[config.mk]
export PLATFORM = sky130hd
export DESIGN_NAME = hex_display_scan
export DESIGN_NICKNAME = d
export VERILOG_FILES = /design/src/rtl/hex_display_scan.sv
export SDC_FILE = /design/constraint.sdc
export NUM_CORES = 1
export LEC_CHECK = 0
export BUFFER_PORTS_ARGS = -buffer_cell sky130_fd_sc_hd__buf_2
export CORE_ASPECT_RATIO = 1.5
export CORE_MARGIN = 10
export CORE_UTILIZATION = 56
export CTS_CLUSTER_SIZE = 12
export DETAILED_ROUTE_END_ITERATION = 7
export PLACE_DENSITY = 0.91
export RECOVER_POWER = 25
export SLEW_MARGIN = 20
export SYNTH_ARGS = -nofsm -noshare
export SYNTH_HDL_FRONTEND = slang
export SYNTH_SLANG_ARGS = --single-unit
[constraint.sdc]
create_clock -name CLK -period 11.9 [get_ports CLK]
set_clock_uncertainty 0.2 [all_clocks]
set_input_delay 0.595 -clock CLK [delete_from_list [all_inputs] [get_ports CLK]]
set_output_delay 0.595 -clock CLK [all_outputs]
set_load 0.01 [all_outputs]
[src/rtl/hex_display_scan.sv]
// Snapshots one selected 32-bit debug word per frame and scans it as 8 hex
// digits onto a common-anode 7-segment display. Optional: HEX_DISPLAY_LZ_BLANK_EN.
module hex_display_scan #(
  parameter int DIGITS   = 8,
  parameter int PRESCALE = 50000
) (
  input  logic        CLK,
  input  logic        Reset,
  input  logic [1:0]  Sel,
  input  logic [31:0] Src0,
  input  logic [31:0] Src1,
  input  logic [31:0] Src2,
  input  logic        Freeze,
  output logic [7:0]  An,
  output logic [6:0]  Seg,
  output logic        FrameDone,
  output logic [2:0]  DigitIdx
);

  localparam logic [19:0] CNT_LAST = 20'(PRESCALE - 1);
  localparam logic [2:0]  IDX_LAST = 3'(DIGITS - 1);

  function automatic logic [6:0] hex_to_seg(input logic [3:0] nib);
    logic [6:0] seg;
    case (nib)
      4'h0: seg = 7'b1000000;
      4'h1: seg = 7'b1111001;
      4'h2: seg = 7'b0100100;
      4'h3: seg = 7'b0110000;
      4'h4: seg = 7'b0011001;
      4'h5: seg = 7'b0010010;
      4'h6: seg = 7'b0000010;
      4'h7: seg = 7'b1111000;
      4'h8: seg = 7'b0000000;
      4'h9: seg = 7'b0010000;
      4'hA: seg = 7'b0001000;
      4'hB: seg = 7'b0000011;
      4'hC: seg = 7'b1000110;
      4'hD: seg = 7'b0100001;
      4'hE: seg = 7'b0000110;
      default: seg = 7'b0001110;
    endcase
    return seg;
  endfunction

  logic [19:0] cnt_q, cnt_d;
  logic [2:0]  idx_q, idx_d;
  logic [31:0] snap_q, snap_d;
  logic [7:0]  an_q, an_d;
  logic [6:0]  seg_q, seg_d;
  logic        frame_done_q, frame_done_d;

  logic        tick;
  logic        boundary;
  logic [31:0] sel_word;
  logic [3:0]  nibble;
  logic        blank;

  always_comb begin
    tick     = (cnt_q == CNT_LAST);
    cnt_d    = tick ? 20'd0 : cnt_q + 20'd1;
    boundary = tick && (idx_q == IDX_LAST);

    idx_d = idx_q;
    if (tick) idx_d = boundary ? 3'd0 : idx_q + 3'd1;

    case (Sel)
      2'd0:    sel_word = Src0;
      2'd1:    sel_word = Src1;
      2'd2:    sel_word = Src2;
      default: sel_word = 32'h0000_0000;
    endcase

    // Decoder reads the next-value snapshot so digit 0 at a boundary is fresh.
    snap_d = (boundary && !Freeze) ? sel_word : snap_q;
    nibble = snap_d[{idx_d, 2'b00} +: 4];

`ifdef HEX_DISPLAY_LZ_BLANK_EN
    blank = (idx_d != 3'd0) && ((snap_d >> {idx_d, 2'b00}) == 32'h0);
`else
    blank = 1'b0;
`endif

    an_d  = an_q;
    seg_d = seg_q;
    if (tick) begin
      an_d  = blank ? 8'hFF : ~(8'b1 << idx_d);
      seg_d = blank ? 7'h7F : hex_to_seg(nibble);
    end

    frame_done_d = boundary;
  end

  always_ff @(posedge CLK) begin
    if (!Reset) begin
      cnt_q        <= 20'd0;
      idx_q        <= IDX_LAST;
      snap_q       <= 32'h0;
      an_q         <= 8'hFF;
      seg_q        <= 7'h7F;
      frame_done_q <= 1'b0;
    end else begin
      cnt_q        <= cnt_d;
      idx_q        <= idx_d;
      snap_q       <= snap_d;
      an_q         <= an_d;
      seg_q        <= seg_d;
      frame_done_q <= frame_done_d;
    end
  end

  assign An        = an_q;
  assign Seg       = seg_q;
  assign FrameDone = frame_done_q;
  assign DigitIdx  = idx_q;

endmodule
==> tab_implementation.tex, run 1 <==
\begin{tabular}{lr}
\hline
Metric & Value \\
\hline
\multicolumn{2}{l}{\textbf{Floorplanning}} \\
\quad Floorplan die area & 11000 µm² \\
\quad Rows & 37 \\
\quad Core box area & 6940 µm² \\
\quad Die X-Extent & 89.2 µm \\
\quad Count of pins on the block boundary & 120 \\
\quad Effective utilization at floorplan & 58.0\% \\
\quad Die Span Y & 124 µm \\
\multicolumn{2}{l}{\textbf{Job}} \\
\quad Maximum Capacitance Violations & 1 \\
\multicolumn{2}{l}{\textbf{Clocking}} \\
\quad Clock latency of the later-clocked register in the worst-skew pair & 0.35 ns \\
\quad \# hold bufs at CTS & 0 \\
\quad Longest Clk Path Bufs & 2 \\
\quad Number of buffers added for setup after CTS & 0 \\
\quad Cell at the root of the clock tree & sky130\_fd\_sc\_hd\_\_clkbuf\_8 \\
\quad Count of H-tree levels built during CTS & 3 \\
\quad Number of CTS-inserted buffers & 9 \\
\quad Clock transition at the registers of the reported paths & 0.07 ns \\
\quad CTS resizes & 0 \\
\quad Clock tree from TritonCTS & yes \\
\quad CTS sink count & 71 \\
\multicolumn{2}{l}{\textbf{Place}} \\
\quad Placed cell areas & 4630 µm² \\
\quad Buffers added on ports & 119 \\
\quad Worst setup slack after placement & 7.44 ns \\
\quad Global placement routability congestion & 0.919 \\
\quad Placed wire-length estimate after detailed placement & 8.62 mm \\
\multicolumn{2}{l}{\textbf{Global route}} \\
\quad First-pass GRT wire length & 17.7 mm \\
\quad Global routing met1 resource utilization & 19.7\% \\
\quad Global route overflow & 0 \\
\quad Met3 Usage GRT & 5.75\% \\
\quad Highest-utilization routing layer at the global route stage & met2 \\
\quad Largest net degree at the start of global routing & 45 \\
\quad Overall Global Routing Usage & 19.9\% \\
\quad GRT met2 Usage & 37.5\% \\
\quad Antenna violations before repair & 0 \\
\quad Via count of the first global-routing pass & 3831 \\
\multicolumn{2}{l}{\textbf{Setup path}} \\
\quad CP Launch Type & flop \\
\quad Critical path startpoint & DigitIdx[0] \\
\quad Kind of critical path & flop to flop \\
\quad Kind of end point of the critical path & flop \\
\quad Required time of the critical path & 11.97 ns \\
\quad Worst EP arrival & 5.51 ns \\
\quad Critical Path End & Seg[2] \\
\quad Peak fanout along the critical path & 32 \\
\quad R2r endpoint & Seg[2] \\
\quad Length in cells of the worst reg-to-reg path & 13 \\
\quad Register-to-register setup slack & 6.46 ns \\
\quad Startpoint of the worst register-to-register path & DigitIdx[0] \\
\multicolumn{2}{l}{\textbf{Synth}} \\
\quad Largest family of logic cells by synthesized area & simple AND/OR/NAND/NOR gates \\
\quad Post-synthesis cell type with the largest combined area & sky130\_fd\_sc\_hd\_\_dfxtp\_1 \\
\quad Synth Area in Compound Gates & 13.3\% \\
\quad Syn\_nets & 569 \\
\quad Cells after Synth & 459 \\
\quad Mapped cell area & 4030 µm² \\
\quad Number of warning messages in the yosys log & 0 \\
\quad Leading post-synthesis cells by cell area & sky130\_fd\_sc\_hd\_\_dfxtp\_1 35\%, sky130\_fd\_sc\_hd\_\_mux2i\_1 18\%, sky130\_fd\_sc\_hd\_\_o21ai\_0 5.2\%, sky130\_fd\_sc\_hd\_\_nor2b\_1 5.0\%, sky130\_fd\_sc\_hd\_\_nand2\_1 4.6\% \\
\quad Share of the yosys chip area belonging to registers & 35.3\% \\
\quad Area share of the largest cell type after synthesis & 35.3\% \\
\quad Average cell area after synthesis & 8.77 µm² \\
\quad Async set or reset register ratio after synthesis & 0\% \\
\quad Post-Synth Simple-Gate Area & 21.9\% \\
\quad Number of enable-type register cells in the synthesized netlist & 0 \\
\quad Yosys reg bits & 71 \\
\quad Count of distinct cell types in the synthesized netlist & 57 \\
\quad Post-synthesis share of cell area spent on full adders, half adders and majority gates & 2.80\% \\
\quad XOR/XNOR Fraction of Synth Area & 3.26\% \\
\quad Synth Flop Type & sky130\_fd\_sc\_hd\_\_dfxtp\_1 \\
\quad Fraction of synthesized area in multiplexers & 20.0\% \\
\multicolumn{2}{l}{\textbf{STA}} \\
\quad Final Hold Viols & 0 \\
\quad Final period demand of the worst path & 5.44 ns \\
\quad Max\_slew headroom & -42.6\% \\
\quad Setup total negative slack & 0 ns \\
\quad Worst hold slack & 0.258 ns \\
\quad Number of endpoints failing setup at the final stage & 0 \\
\quad Final setup margin & 6.46 ns \\
\quad Max Freq & 184 MHz \\
\quad Measured slew at the worst slew-check pin & 2.14 ns \\
\quad RSZ-0062 raised after global routing & no \\
\quad Final Cycle Share & 45.7\% \\
\quad Max Slew Vio Count & 33 \\
\multicolumn{2}{l}{\textbf{Pwr}} \\
\quad Power per unit of standard cell area & 98.7 nW/µm² \\
\quad Overall power of the completed layout & 0.473 mW \\
\quad Lkg Pwr & 1.89 nW \\
\quad Worst ir drop on vdd & 0.0754 mV \\
\multicolumn{2}{l}{\textbf{Finish}} \\
\quad Fill cell instance count of the final layout & 517 \\
\quad Area growth from synthesis to final layout & 19.1\% \\
\quad Most common cell after layout, fill and taps aside & sky130\_fd\_sc\_hd\_\_buf\_2 \\
\quad Most frequent cells in the layout & 100 x sky130\_fd\_sc\_hd\_\_buf\_2, 73 x sky130\_fd\_sc\_hd\_\_mux2i\_1, 71 x sky130\_fd\_sc\_hd\_\_dfxtp\_1 \\
\quad Final antenna diode count & 0 \\
\quad Share of cells above drive strength 1 & 22.9\% \\
\quad Number of nets in the layout & 677 \\
\quad Final std cell area, no fill & 4790 µm² \\
\multicolumn{2}{l}{\textbf{Worst hold path}} \\
\quad Hold Crit Class & flop to flop \\
\quad Number of stages on the worst hold path & 1 \\
\multicolumn{2}{l}{\textbf{Detailed routing}} \\
\quad Remaining design rule violation count & 0 \\
\quad Initial detailed-routing violation count & 247 \\
\quad Number of vias per cell & 5.81 \\
\quad 1st-pass router iterations & 5 \\
\quad Routed Antenna Nets & 0 \\
\quad Total vias in the final route & 3774 \\
\quad Post-detailed-routing wire length & 11.2 mm \\
\quad WL per Instance & 17.3 µm \\
\multicolumn{2}{l}{\textbf{Run status}} \\
\quad Violations in the final reports & capacitance limit, slew limit \\
\quad Outcome & finished with violations \\
\hline
\end{tabular}
power by group:
| part | internal, mW | total (mW) | switching, mW | leakage (nW) |
|---|---|---|---|---|
| clock network | 0.103 | 0.191 | 0.0889 | 0.103 |
| registers | 0.238 | 0.239 | 0.000667 | 0.573 |
| logic | 0.0223 | 0.0426 | 0.0203 | 1.21 |
| total | 0.363 | 0.473 | 0.110 | 1.89 |
Yosys cell counts (all sizes together), types with 2 or more instances:
cell / n
dfxtp: 71
and3: 3
o22ai: 3
xnor2: 9
nor2: 36
or3: 4
o21ai: 42
or2: 3
and2: 5
o22a: 12
nor4: 6
nor2b: 32
o211a: 2
nand4: 4
nor4b: 2
xor2: 6
buf: 9
a21oi: 5
clkbuf: 15
o311ai: 3
nor3: 10
ha: 9
nand2b: 2
inv: 8
a31oi: 4
mux2: 4
nand3: 11
nand2: 49
mux2i: 75
state kept, by name, indices dropped and copies added, names as in the netlist:
register / count
Seg: 7
cnt_q: 20
snap_q: 32
DigitIdx: 3
FrameDone: 1
An: 8
critical path, stage by stage (launching register included):
cell	delay (ns)
sky130_fd_sc_hd__dfxtp_1	0.47
sky130_fd_sc_hd__ha_1	0.20
sky130_fd_sc_hd__ha_1	0.26
sky130_fd_sc_hd__nand2b_1	0.12
sky130_fd_sc_hd__nor4_4	0.23
sky130_fd_sc_hd__clkbuf_1	1.55
sky130_fd_sc_hd__mux2i_1	0.43
sky130_fd_sc_hd__nor2_1	0.22
sky130_fd_sc_hd__nor2_1	0.06
sky130_fd_sc_hd__a32oi_1	0.55
sky130_fd_sc_hd__inv_1	0.18
sky130_fd_sc_hd__ha_1	0.30
sky130_fd_sc_hd__or3_1	0.39
sky130_fd_sc_hd__a31oi_1	0.18
how the worst min path moves through the flow:
| stage | slack [ns] | start | to |
|---|---|---|---|
| floorplan | 0.22 | cnt_q[0] | cnt_q[0] |
| global placement | 0.23 | cnt_q[0] | cnt_q[0] |
| detailed placement | 0.25 | cnt_q[0] | cnt_q[0] |
| CTS | 0.26 | cnt_q[0] | cnt_q[0] |
| global route | 0.30 | cnt_q[0] | cnt_q[0] |
| finish | 0.26 | cnt_q[0] | cnt_q[0] |
metal layers:
layer / up-vias / wire, µm
met5: - / 0
met4: 0 / 229
met3: 22 / 987
met2: 132 / 6090
met1: 1769 / 3930
li1: 1851 / -
cell type report:
class	count	area, µm²	area share, %
timing repair buffer	121	583	12.2
clock buffer	11	141	2.95
sequential	71	1420	29.7
tap	78	97.6	2.04
inverter	8	30.0	0.627
clock inverter	5	57.6	1.20
multi-input combinational	356	2460	51.4
metrics by stage:
| stage | utilization [%] | cells |
|---|---|---|
| floorplan | - | 459 |
| global placement | 66.7 | 634 |
| detailed placement | 66.7 | 634 |
| CTS | 69.6 | 650 |
| global route | 69.0 | 650 |
| finish | 69.0 | 650 |
kinds of logic after synthesis:
logic type / after synthesis
compound gates: 82
simple gates: 171
fa+ha+maj: 9
xor+xnor: 15
buf+inv: 32
mux: 79
flops: 71
Note: power is estimated with default switching activity, not from simulation.
==> inputs of run 2 (changes only) <==
CORE_UTILIZATION = 47   (was 56)
PLACE_DENSITY = 0.82   (was 0.91)
clock period = 4.5 ns   (was 11.9 ns; I/O delays follow)
==> tab_implementation.tex, run 2 (same netlist as run 1, synthesis figures left out) <==
\begin{tabular}{lr}
\hline
Metric & Value \\
\hline
\multicolumn{2}{l}{\textbf{Run status}} \\
\quad Outcome & finished, final reports clean \\
\multicolumn{2}{l}{\textbf{STA}} \\
\quad Max Freq & 245 MHz \\
\quad Final period demand of the worst path & 4.08 ns \\
\quad Number of endpoints failing setup at the final stage & 0 \\
\quad Final Hold Viols & 0 \\
\quad RSZ-0062 raised after global routing & no \\
\quad Final setup margin & 0.417 ns \\
\quad Measured slew at the worst slew-check pin & 0.665 ns \\
\quad Max\_slew headroom & 55.5\% \\
\quad Max Slew Vio Count & 0 \\
\quad Final Cycle Share & 90.7\% \\
\quad Setup total negative slack & 0 ns \\
\multicolumn{2}{l}{\textbf{Finish}} \\
\quad Most common cell after layout, fill and taps aside & sky130\_fd\_sc\_hd\_\_buf\_2 \\
\quad Most flop-heavy register & snap\_q \\
\quad Share of cells above drive strength 1 & 24.1\% \\
\quad Final antenna diode count & 0 \\
\quad Final core utilization & 59.3\% \\
\quad Most frequent cells in the layout & 100 x sky130\_fd\_sc\_hd\_\_buf\_2, 73 x sky130\_fd\_sc\_hd\_\_mux2i\_1, 71 x sky130\_fd\_sc\_hd\_\_dfxtp\_1 \\
\quad Area growth from synthesis to final layout & 23.9\% \\
\quad Final std cell area, no fill & 4990 µm² \\
\quad Max reg flops & 32 \\
\quad Number of nets in the layout & 685 \\
\multicolumn{2}{l}{\textbf{Clocking}} \\
\quad Number of CTS-inserted buffers & 9 \\
\quad CTS sink count & 71 \\
\quad CTS resizes & 0 \\
\quad \# hold bufs at CTS & 0 \\
\quad Longest Clk Path Bufs & 2 \\
\quad Count of H-tree levels built during CTS & 3 \\
\quad Clock latency of the later-clocked register in the worst-skew pair & 0.33 ns \\
\quad Number of buffers added for setup after CTS & 0 \\
\quad Clock transition at the registers of the reported paths & 0.05 ns \\
\quad Cell at the root of the clock tree & sky130\_fd\_sc\_hd\_\_clkbuf\_16 \\
\quad Clock tree from TritonCTS & yes \\
\multicolumn{2}{l}{\textbf{Place}} \\
\quad Buffers added on ports & 119 \\
\quad Worst setup slack after placement & 0.465 ns \\
\quad Placed cell areas & 4730 µm² \\
\quad Placed wire-length estimate after detailed placement & 8.70 mm \\
\quad Global placement routability congestion & 0.924 \\
\multicolumn{2}{l}{\textbf{Setup path}} \\
\quad Worst EP arrival & 4.10 ns \\
\quad Critical path's largest stage delay & 0.59 ns \\
\quad Peak fanout along the critical path & 7 \\
\quad Buffers \& Inverters on Critical Path & 1 \\
\quad Library cell contributing the largest single delay on the critical path & sky130\_fd\_sc\_hd\_\_or4\_4 \\
\quad Kind of critical path & flop to flop \\
\quad Top cell family by delay on the critical path & simple AND/OR/NAND/NOR gates \\
\quad CP Launch Type & flop \\
\quad Sequence of cells on the critical path & or4b\_1 > or4\_4 > nor2\_8 > mux2i\_1 > nor3\_1 > a2111oi\_0 > a31o\_2 > inv\_1 > ha\_1 > o2111ai\_1 > o31ai\_1 > o32a\_1 \\
\quad Kind of end point of the critical path & flop \\
\quad Required time of the critical path & 4.52 ns \\
\multicolumn{2}{l}{\textbf{Floorplanning}} \\
\quad Effective utilization at floorplan & 47.8\% \\
\quad Floorplan die area & 12700 µm² \\
\quad Rows & 41 \\
\quad Count of pins on the block boundary & 120 \\
\quad Die Span Y & 133 µm \\
\quad Core box area & 8410 µm² \\
\quad Die X-Extent & 95.6 µm \\
\multicolumn{2}{l}{\textbf{Detailed routing}} \\
\quad Routed Antenna Nets & 0 \\
\quad Post-detailed-routing wire length & 10.9 mm \\
\quad Remaining design rule violation count & 0 \\
\quad Number of vias per cell & 5.44 \\
\quad Initial detailed-routing violation count & 209 \\
\quad Total vias in the final route & 3736 \\
\quad 1st-pass router iterations & 4 \\
\quad WL per Instance & 15.9 µm \\
\multicolumn{2}{l}{\textbf{Job}} \\
\quad Maximum Capacitance Violations & 0 \\
\multicolumn{2}{l}{\textbf{Pwr}} \\
\quad Lkg Pwr & 1.96 nW \\
\quad Power per unit of standard cell area & 286 nW/µm² \\
\quad Worst ir drop on vdd & 0.185 mV \\
\multicolumn{2}{l}{\textbf{Global route}} \\
\quad Largest net degree at the start of global routing & 45 \\
\quad Antenna violations before repair & 0 \\
\quad Global route overflow & 0 \\
\quad First-pass GRT wire length & 17.6 mm \\
\quad Overall Global Routing Usage & 16.8\% \\
\quad Via count of the first global-routing pass & 3784 \\
\multicolumn{2}{l}{\textbf{Worst hold path}} \\
\quad Hold Crit Class & input pin to flop \\
\hline
\end{tabular}
## run 2: power breakdown
group	switching, mW	internal, mW
clock	0.247	0.432
combinational	0.0528	0.0602
sequential	0.00181	0.631
## run 2: final timing paths
check                  from         end  slack (ns)  depth (start not counted)
setup / recovery  cnt_q[10]      Seg[4]        0.42                         12
hold / removal     Src1[26]  snap_q[26]        0.09                          5
setup reg to reg  cnt_q[10]      Seg[4]        0.42                         12
hold reg to reg    cnt_q[0]    cnt_q[0]        0.27                          1
## run 2: final cells by class
class                   count  area, µm²
flip-flops and latches     71       1420
well taps                 107        134
clock buffers              14        284
clock inverters             2       12.5
fillers                   737       3430
inverters                   8       30.0
repair buffers            129        647
multi-input cells         356       2460
## run 2: stage by stage
stage,cells,hold slack [ns],power [mW]
4_1_cts,687,0.0807,1.44
2_1_floorplan,459,0.218,0.704
6_report,687,0.0872,1.42
3_5_place_dp,671,0.266,0.760
5_1_grt,687,0.118,1.47
3_3_place_gp,671,0.227,0.756
## run 2: worst min-delay path: stages
cell	delay, ns
sky130_fd_sc_hd__buf_2	0.08
sky130_fd_sc_hd__nand2_1	0.04
sky130_fd_sc_hd__o21ai_0	0.06
sky130_fd_sc_hd__mux2i_1	0.08
sky130_fd_sc_hd__nor2b_1	0.10
## run 2: routing by layer
layer	wire length [µm]	global-route usage [%]	vias up	part of all wire (%)
met1	3920	16.2	1722	36
met3	1040	4.44	22	9.6
met5	0	0	-	0
met2	5670	30.9	131	52
li1	-	-	1861	-
met4	260	8.72	0	2.4
==> inputs of run 3 (changes only) <==
CORE_UTILIZATION = 48   (was 47)
CTS_BUF_LIST = sky130_fd_sc_hd__clkbuf_8   (was default)
PLACE_DENSITY = 0.83   (was 0.82)
==> tab_implementation.tex, run 3 (same netlist as run 1, synthesis figures left out) <==
\begin{tabular}{lr}
\hline
Metric & Value \\
\hline
\multicolumn{2}{l}{\textbf{Finish}} \\
\quad Number of nets in the layout & 685 \\
\quad Area growth from synthesis to final layout & 22.6\% \\
\quad Final core utilization & 60.9\% \\
\quad Footprint of the multi-input gates & 2470 µm² \\
\quad Most common cell after layout, fill and taps aside & sky130\_fd\_sc\_hd\_\_buf\_2 \\
\quad Final instance count without filler cells & 685 \\
\quad Share of cells above drive strength 1 & 24.5\% \\
\quad Seq. cell area & 1420 µm² \\
\quad Most flop-heavy register & snap\_q \\
\quad Fill cell instance count of the final layout & 706 \\
\quad Final antenna diode count & 0 \\
\quad Max reg flops & 32 \\
\quad Most frequent cells in the layout & 100 x sky130\_fd\_sc\_hd\_\_buf\_2, 73 x sky130\_fd\_sc\_hd\_\_mux2i\_1, 71 x sky130\_fd\_sc\_hd\_\_dfxtp\_1 \\
\multicolumn{2}{l}{\textbf{STA}} \\
\quad Number of endpoints failing setup at the final stage & 0 \\
\quad RSZ-0062 raised after global routing & no \\
\quad Max\_slew headroom & 44.5\% \\
\quad Final Cycle Share & 90.5\% \\
\quad Final period demand of the worst path & 4.07 ns \\
\quad Max Freq & 245 MHz \\
\quad Setup total negative slack & 0 ns \\
\quad Final setup margin & 0.426 ns \\
\quad Final Hold Viols & 0 \\
\quad Measured slew at the worst slew-check pin & 0.831 ns \\
\quad Max Slew Vio Count & 0 \\
\multicolumn{2}{l}{\textbf{Detailed routing}} \\
\quad WL per Instance & 16.0 µm \\
\quad Initial detailed-routing violation count & 160 \\
\quad 1st-pass router iterations & 4 \\
\quad Number of vias per cell & 5.42 \\
\quad Total vias in the final route & 3713 \\
\quad Post-detailed-routing wire length & 11.0 mm \\
\quad Remaining design rule violation count & 0 \\
\quad Routed Antenna Nets & 0 \\
\multicolumn{2}{l}{\textbf{Place}} \\
\quad Worst setup slack after placement & 0.424 ns \\
\quad Buffers added on ports & 119 \\
\quad Placed Cells incl. Taps & 669 \\
\quad Placed wire-length estimate after detailed placement & 8.73 mm \\
\quad Global placement routability congestion & 0.861 \\
\multicolumn{2}{l}{\textbf{Global route}} \\
\quad Largest net degree at the start of global routing & 45 \\
\quad Global route overflow & 0 \\
\quad Via count of the first global-routing pass & 3696 \\
\quad Antenna violations before repair & 0 \\
\quad Overall Global Routing Usage & 17.1\% \\
\quad First-pass GRT wire length & 17.6 mm \\
\multicolumn{2}{l}{\textbf{Floorplanning}} \\
\quad Floorplan die area & 12500 µm² \\
\quad Count of pins on the block boundary & 120 \\
\quad Effective utilization at floorplan & 49.6\% \\
\quad Core box area & 8110 µm² \\
\quad Die X-Extent & 94.8 µm \\
\quad Die Span Y & 132 µm \\
\quad Rows & 40 \\
\multicolumn{2}{l}{\textbf{Clocking}} \\
\quad Cell at the root of the clock tree & sky130\_fd\_sc\_hd\_\_clkbuf\_8 \\
\quad CTS resizes & 0 \\
\quad Longest Clk Path Bufs & 2 \\
\quad CTS sink count & 71 \\
\quad Count of H-tree levels built during CTS & 3 \\
\quad Number of CTS-inserted buffers & 9 \\
\quad Clock tree from TritonCTS & yes \\
\quad Clock transition at the registers of the reported paths & 0.08 ns \\
\quad Number of buffers added for setup after CTS & 0 \\
\quad \# hold bufs at CTS & 0 \\
\quad Clock latency of the later-clocked register in the worst-skew pair & 0.35 ns \\
\multicolumn{2}{l}{\textbf{Setup path}} \\
\quad Kind of end point of the critical path & flop \\
\quad Worst EP arrival & 4.16 ns \\
\quad Length in cells of the worst reg-to-reg path & 11 \\
\quad Required time of the critical path & 4.59 ns \\
\quad Peak fanout along the critical path & 8 \\
\quad CP Launch Type & flop \\
\quad Kind of critical path & flop to flop \\
\multicolumn{2}{l}{\textbf{Pwr}} \\
\quad Lkg Pwr & 1.94 nW \\
\quad Switching portion of total power & 22.1\% \\
\quad P\_int & 1.03 mW \\
\quad Seq pwr share & 47.7\% \\
\quad Worst ir drop on vdd & 0.200 mV \\
\quad Share of total power in combinational logic & 8.4\% \\
\quad Net Switching & 0.293 mW \\
\quad Share of power burned in the clock network & 43.9\% \\
\quad Power per unit of standard cell area & 268 nW/µm² \\
\multicolumn{2}{l}{\textbf{Run status}} \\
\quad Outcome & finished, final reports clean \\
\multicolumn{2}{l}{\textbf{Worst hold path}} \\
\quad Number of stages on the worst hold path & 5 \\
\quad Hold Crit Class & input pin to flop \\
\multicolumn{2}{l}{\textbf{Job}} \\
\quad Maximum Capacitance Violations & 0 \\
\hline
\end{tabular}
==> run 3: power groups by stage <==
stage | logic, mW | registers [mW] | clock network, mW
after CTS | 0.112 | 0.632 | 0.591
after global routing | 0.126 | 0.632 | 0.612
after detailed placement | 0.112 | 0.647 | 0
final | 0.111 | 0.632 | 0.580
after floorplan | 0.0578 | 0.646 | 0
after global placement | 0.109 | 0.646 | 0
==> run 3: critical path, cell delays in order, from the launching register on <==
cell and delay [ns]:
sky130_fd_sc_hd__dfxtp_1 0.36, sky130_fd_sc_hd__or4b_1 0.53, sky130_fd_sc_hd__or4_4 0.59, sky130_fd_sc_hd__or2_0 0.26
sky130_fd_sc_hd__buf_4 0.17, sky130_fd_sc_hd__mux2i_2 0.39, sky130_fd_sc_hd__a31oi_1 0.16, sky130_fd_sc_hd__a32oi_1 0.29
sky130_fd_sc_hd__inv_1 0.14, sky130_fd_sc_hd__ha_1 0.23, sky130_fd_sc_hd__o311ai_0 0.49, sky130_fd_sc_hd__o22a_1 0.20
==> run 3: through the flow <==
stage	area (µm²)	hold WS, ns	total power, mW
after floorplan	4030	0.218	0.704
after CTS	4960	0.0572	1.34
final	4930	0.0749	1.32
after global placement	4730	0.231	0.755
after global routing	4930	0.0933	1.37
after detailed placement	4730	0.254	0.758
==> run 3: final timing paths <==
path,start,endpoint,slack [ns]
max,cnt_q[10],Seg[5],0.43
min,Src1[15],snap_q[15],0.07
max reg2reg,cnt_q[10],Seg[5],0.43
min reg2reg,cnt_q[0],cnt_q[0],0.26
==> run 3: layout make-up <==
type                            count  area share [%]
Clock buffer                       11            3.07
Clock inverter                      5            1.62
Inverter                            8           0.609
Multi-Input combinational cell    356            50.1
Sequential cell                    71            28.8
Tap cell                          105            2.66
Timing Repair Buffer              129            13.1
==> run 3: metal layers <==
metal  wire length [µm]  track usage (%)  share of wire [%]
met5                  0                0                  0
met4                135             5.34                1.2
met3                924             6.27                8.4
met2               5720             30.8                 52
met1               4210             17.4                 38
